## src/rtl/ps2_pkg.sv

```systemverilog
// Shared types and constants for the PS/2 host-to-device command transmitter.
package ps2_pkg;

  typedef enum logic [2:0] {
    IDLE,
    INHIBIT,
    WAIT_CLK,
    DATA,
    WAIT_IDLE,
    DONE,
    ERROR
  } ps2_state_e;

  localparam int DEF_INHIBIT_CYCLES = 6000;
  localparam int DEF_START_TIMEOUT  = 750000;
  localparam int DEF_XFER_TIMEOUT   = 100000;

  // bit_cnt value at the falling edge that drives/samples each frame slot
  localparam logic [3:0] PARITY_BIT = 4'd8;
  localparam logic [3:0] STOP_BIT   = 4'd9;
  localparam logic [3:0] ACK_BIT    = 4'd10;

  function automatic logic odd_parity(input logic [7:0] data);
    return ~^data;
  endfunction

endpackage

```

## src/rtl/ps2_line_sync.sv

```systemverilog
// Two-flop synchroniser for one PS/2 pad plus a single-cycle falling-edge pulse.
module ps2_line_sync (
  input  logic clk,
  input  logic rst_n,
  input  logic line_in,
  output logic line_sync,
  output logic line_fall
);

  logic meta_r;
  logic sync_r;
  logic prev_r;

  // Synchroniser chain and edge history; an idle PS/2 line reads high.
  always_ff @(posedge clk or negedge rst_n) begin
    if (!rst_n) begin
      meta_r <= 1'b1;
      sync_r <= 1'b1;
      prev_r <= 1'b1;
    end else begin
      meta_r <= line_in;
      sync_r <= meta_r;
      prev_r <= sync_r;
    end
  end

  assign line_sync = sync_r;
  assign line_fall = prev_r & ~sync_r;

endmodule

```

## src/rtl/ps2_command_transmitter.sv

```systemverilog
// PS/2 host-to-device byte transmitter: inhibit, request-to-send, shift on device
// clock falling edges, check ACK, report done or timeout.
module ps2_command_transmitter
  import ps2_pkg::*;
#(
  parameter int INHIBIT_CYCLES = DEF_INHIBIT_CYCLES,
  parameter int START_TIMEOUT  = DEF_START_TIMEOUT,
  parameter int XFER_TIMEOUT   = DEF_XFER_TIMEOUT
) (
  input  logic       CLOCK_50,
  input  logic       reset_n,
  input  logic [7:0] command,
  input  logic       send_command,
  output logic       busy,
  output logic       command_was_sent,
  output logic       error_timed_out,
  input  logic       ps2_clk_in,
  input  logic       ps2_dat_in,
  output logic       ps2_clk_drive_low,
  output logic       ps2_dat_drive_low
);

  localparam logic [19:0] INHIBIT_LIM = 20'(INHIBIT_CYCLES - 1);
  localparam logic [19:0] START_LIM   = 20'(START_TIMEOUT - 1);
  localparam logic [19:0] XFER_LIM    = 20'(XFER_TIMEOUT - 1);

  ps2_state_e  state_r, state_nxt;
  logic [19:0] timer_r;
  logic [3:0]  bit_cnt_r, bit_cnt_nxt;
  logic [7:0]  shift_r, shift_nxt;
  logic        parity_r, parity_nxt;
  logic        clk_low_r, clk_low_nxt;
  logic        dat_low_r, dat_low_nxt;
  logic        busy_r, busy_nxt;
  logic        sent_r, sent_nxt;
  logic        err_r, err_nxt;
  logic        timer_clr_s;
  logic        clk_sync_s, clk_fall_s;
  logic        dat_sync_s, dat_fall_s;

  ps2_line_sync u_clk_sync (
    .clk       (CLOCK_50),
    .rst_n     (reset_n),
    .line_in   (ps2_clk_in),
    .line_sync (clk_sync_s),
    .line_fall (clk_fall_s)
  );

  ps2_line_sync u_dat_sync (
    .clk       (CLOCK_50),
    .rst_n     (reset_n),
    .line_in   (ps2_dat_in),
    .line_sync (dat_sync_s),
    .line_fall (dat_fall_s)
  );

  // State register and registered datapath/outputs; reset releases both pads at once.
  always_ff @(posedge CLOCK_50 or negedge reset_n) begin
    if (!reset_n) begin
      state_r   <= IDLE;
      bit_cnt_r <= 4'd0;
      shift_r   <= 8'd0;
      parity_r  <= 1'b0;
      clk_low_r <= 1'b0;
      dat_low_r <= 1'b0;
      busy_r    <= 1'b0;
      sent_r    <= 1'b0;
      err_r     <= 1'b0;
    end else begin
      state_r   <= state_nxt;
      bit_cnt_r <= bit_cnt_nxt;
      shift_r   <= shift_nxt;
      parity_r  <= parity_nxt;
      clk_low_r <= clk_low_nxt;
      dat_low_r <= dat_low_nxt;
      busy_r    <= busy_nxt;
      sent_r    <= sent_nxt;
      err_r     <= err_nxt;
    end
  end

  assign timer_clr_s = (state_nxt != state_r) || (state_r == IDLE);

  // Saturating phase timer, restarted on every state entry.
  always_ff @(posedge CLOCK_50 or negedge reset_n) begin
    if (!reset_n) begin
      timer_r <= 20'd0;
    end else if (timer_clr_s) begin
      timer_r <= 20'd0;
    end else if (timer_r != 20'hFFFFF) begin
      timer_r <= timer_r + 20'd1;
    end else begin
      timer_r <= timer_r;
    end
  end

  // Next-state and next-output logic; timeouts take priority over clock edges.
  always_comb begin
    state_nxt   = state_r;
    bit_cnt_nxt = bit_cnt_r;
    shift_nxt   = shift_r;
    parity_nxt  = parity_r;
    clk_low_nxt = 1'b0;
    dat_low_nxt = dat_low_r;
    busy_nxt    = 1'b1;
    sent_nxt    = 1'b0;
    err_nxt     = 1'b0;
    case (state_r)
      IDLE: begin
        dat_low_nxt = 1'b0;
        if (send_command) begin
          state_nxt   = INHIBIT;
          clk_low_nxt = 1'b1;
          shift_nxt   = command;
          parity_nxt  = odd_parity(command);
          bit_cnt_nxt = 4'd0;
        end else begin
          busy_nxt = 1'b0;
        end
      end
      INHIBIT: begin
        if (timer_r >= INHIBIT_LIM) begin
          state_nxt   = WAIT_CLK;
          dat_low_nxt = 1'b1;
        end else begin
          clk_low_nxt = 1'b1;
        end
      end
      WAIT_CLK: begin
        if (timer_r >= START_LIM) begin
          state_nxt   = ERROR;
          dat_low_nxt = 1'b0;
          err_nxt     = 1'b1;
        end else if (clk_fall_s) begin
          state_nxt   = DATA;
          dat_low_nxt = ~shift_r[0];
          shift_nxt   = {1'b0, shift_r[7:1]};
          bit_cnt_nxt = 4'd1;
        end else begin
          state_nxt = WAIT_CLK;
        end
      end
      DATA: begin
        if (timer_r >= XFER_LIM) begin
          state_nxt   = ERROR;
          dat_low_nxt = 1'b0;
          err_nxt     = 1'b1;
        end else if (clk_fall_s) begin
          bit_cnt_nxt = bit_cnt_r + 4'd1;
          if (bit_cnt_r < PARITY_BIT) begin
            dat_low_nxt = ~shift_r[0];
            shift_nxt   = {1'b0, shift_r[7:1]};
          end else if (bit_cnt_r == PARITY_BIT) begin
            dat_low_nxt = ~parity_r;
          end else if (bit_cnt_r == STOP_BIT) begin
            dat_low_nxt = 1'b0;
          end else if ((bit_cnt_r == ACK_BIT) && !dat_sync_s) begin
            bit_cnt_nxt = bit_cnt_r;
            state_nxt   = WAIT_IDLE;
          end else begin
            bit_cnt_nxt = bit_cnt_r;
            dat_low_nxt = 1'b0;
            state_nxt   = ERROR;
            err_nxt     = 1'b1;
          end
        end else begin
          state_nxt = DATA;
        end
      end
      WAIT_IDLE: begin
        dat_low_nxt = 1'b0;
        if (timer_r >= XFER_LIM) begin
          state_nxt = ERROR;
          err_nxt   = 1'b1;
        end else if (clk_sync_s && dat_sync_s && !dat_fall_s) begin
          state_nxt = DONE;
          sent_nxt  = 1'b1;
        end else begin
          state_nxt = WAIT_IDLE;
        end
      end
      DONE: begin
        state_nxt   = IDLE;
        dat_low_nxt = 1'b0;
        busy_nxt    = 1'b0;
      end
      ERROR: begin
        state_nxt   = IDLE;
        dat_low_nxt = 1'b0;
        busy_nxt    = 1'b0;
      end
      default: begin
        state_nxt   = IDLE;
        dat_low_nxt = 1'b0;
        busy_nxt    = 1'b0;
      end
    endcase
  end

  assign busy              = busy_r;
  assign command_was_sent  = sent_r;
  assign error_timed_out   = err_r;
  assign ps2_clk_drive_low = clk_low_r;
  assign ps2_dat_drive_low = dat_low_r;

endmodule
```

## config.mk

```make
export PLATFORM = sky130hd
export DESIGN_NAME = ps2_command_transmitter
export DESIGN_NICKNAME = d
export VERILOG_FILES = /design/src/rtl/ps2_pkg.sv /design/src/rtl/ps2_line_sync.sv /design/src/rtl/ps2_command_transmitter.sv
export SDC_FILE = /design/constraint.sdc
export NUM_CORES = 1
export LEC_CHECK = 0
export CORE_UTILIZATION = 50
export DETAILED_ROUTE_END_ITERATION = 8
export MAX_ROUTING_LAYER = met4
export PLACE_DENSITY = 0.67
export SETUP_SLACK_MARGIN = 0.05
export SYNTH_ARGS = -nofsm -noshare
export SYNTH_HDL_FRONTEND = slang
export SYNTH_SLANG_ARGS = --single-unit
```

## constraint.sdc

```tcl
create_clock -name CLOCK_50 -period 4.6 [get_ports CLOCK_50]
set_input_delay 0.92 -clock CLOCK_50 [delete_from_list [all_inputs] [get_ports CLOCK_50]]
set_output_delay 0.92 -clock CLOCK_50 [all_outputs]
set_load 0.01 [all_outputs]
```

==> out/summary.txt <==
# H-tree levels = 2
Initial DRT Pass Iterations = 4
final setup fails = 0
layout cells sized above 1 = 11.5%
Syn Nets = 303
first-pass GRT wire length = 8260 um
Post-synth EDFFs = 0
PnR worst setup slack = 1.70 ns
DP Wirelength = 3720 um
Via density = 5.67
post-route ant nets = 0
HP Class = flip-flop to flip-flop
commonest non-fill, non-tap cells in the layout = nand2_1, dfrtp_1, nor2_1
# IOs = 18
Final TNS setup = 0 ns
Mapped Cells = 285
WP data arrival = 3.11 ns
r2r setup slk = 1.70 ns
post-place setup slack = 1.69 ns
Starting Density = 51.6%
initial drt markers = 148
total gr overflow = 0
area grow syn2layout = 10.8%
synth warn = 0
Yosys top cell by area = dfrtp_1
Die Footprint = 5570 um^2
Die Span X = 74.6 um
Max transition margin = 28.2%
VDD IR max = 200 uV
commonest non-fill, non-tap cell in the layout = nand2_1
sequential share of the synthesized area = 43.9%
largest net degree at the start of global routing = 47
Max Freq = 0.345 GHz
min cycle time layout = 2.90 ns
Max Slew Vio Count = 0
post-synth top area share = 38.9%
routability cong. = 0.891
Clock Latency Late Sink = 0.30 ns
Finished Layout Cells = 366
worst slew pin tran = 1.07 ns
maximum capacitance violations = 0
TritonCTS clock tree = yes
Post-synth ARST share = 100%
CP Launch Type = flip-flop
Synth cell types = 52
global-route usage over all layers = 20.1%
Syn Std Cell Area = 2640 um^2
fin nets = 313
initial antenna violation count = 0
ys flop type = dfrtp_1
clock slew at reported path FFs = 0.09 ns
Max FO, Critical Path = 20
Crit Path Category = flip-flop to flip-flop
synth top area cells = dfrtp_1, nand2_1, dfstp_2
Worst Setup End Kind = flip-flop
endpoints failing hold = 0
clock tree buffer depth = 2
CTS Hold Bufs = 0
Clock Tree Root = clkbuf_8
mean post-synth cell area = 9.25 um^2
Core Rows = 26
overall routed net length = 5130 um
RSZ-0062 raised after global routing = no
total number of vias = 2,074
core footprint = 5110 um^2
postcts setup bufs = 0
CTS Sinks = 46
Resized cells post-CTS = 0
WHS = 0.359 ns
pwr dens = 256 nW/um^2
critical path required time = 4.81 ns
status = complete, no violations
ant diodes = 0
vias in the first global route = 1,761
DRC = 0
CTS buffer count = 5
buffers added on ports = 17
DP Cell Count = 358
die height = 74.6 um
DR WL/cell = 14.0 um
period utilisation layout = 63.0%
Yosys reg bits = 46
Setup Skew = 0.00894 ns
P_leak = 1.21 nW
utilization after layout = 57.2%
[area by class of cell]
type,instances,area [um^2]
clock inverters,3,45.0
repair buffers,17,165
well taps,70,87.6
fillers,470,2190
clock buffers,5,68.8
inverters,7,26.3
flip-flops and latches,46,1160
multi-input cells,218,1370
[registers in the layout (all words and copies together) (netlist names), 3 cells and up]
signal and cells:
bit_cnt_r 4, shift_r 8, timer_r 20, state_r 3
[worst paths after layout]
check / from / to / cells after the start
hold reg to reg: u_clk_sync.meta_r / u_clk_sync.line_sync / 0
hold / removal: u_clk_sync.meta_r / u_clk_sync.line_sync / 0
setup reg to reg: timer_r[0] / timer_r[4] / 7
min in group asynchronous: reset_n / timer_r[3] / 1
max in group asynchronous: reset_n / state_r[1] / 1
setup / recovery: timer_r[0] / timer_r[4] / 7
[critical path: stages, from the launching register on]
cell      delay [ns]
dfrtp_1         0.42
ha_1            0.31
and4_4          0.19
a311o_1         0.34
o211a_1         0.35
o2111a_1        0.29
or3_1           0.63
a211oi_2        0.29
[Yosys cell counts (all sizes together), types with 4 or more instances]
cell     n
ha       5
mux2     8
nor4     4
o21ai    6
a31oi    7
xor2     7
a21oi    8
inv      7
xnor2   15
nand2   45
dfstp    5
or3      4
nor3    12
clkbuf   7
buf      7
a211oi   4
nor2    31
nand3   14
nand4    5
dfrtp   41
and4     5
[kinds of logic after synthesis]
kind of cell	share of synthesized area [%]
compound gates	12.4
xor+xnor	7.31
fa+ha+maj	2.37
buf+inv	4.13
flops	43.9
mux	4.18
simple gates	25.7
[stage by stage]
stage                     total power, W  instance area [um^2]
after floorplan                 0.000431                  2640
after global placement          0.000454                  2810
after detailed placement        0.000454                  2810
after CTS                       0.000756                  2920
after global routing            0.000777                  2920
final                           0.000746                  2920
[routing by layer]
layer	track usage, %	vias to the layer above	part of all wire [%]
li1	-	1022	-
met1	29.3	983	48
met2	28.8	61	45
met3	4.02	8	5.5
met4	4.40	0	0.94
met5	-	-	0
[power by group]
part / internal (W) / switching, W / total, W
Combinational: 0.0000167 / 0.0000190 / 0.0000357
Sequential: 0.000408 / 0.00000120 / 0.000409
Clock: 0.000162 / 0.000140 / 0.000301
(Power assumes the default switching activity.)
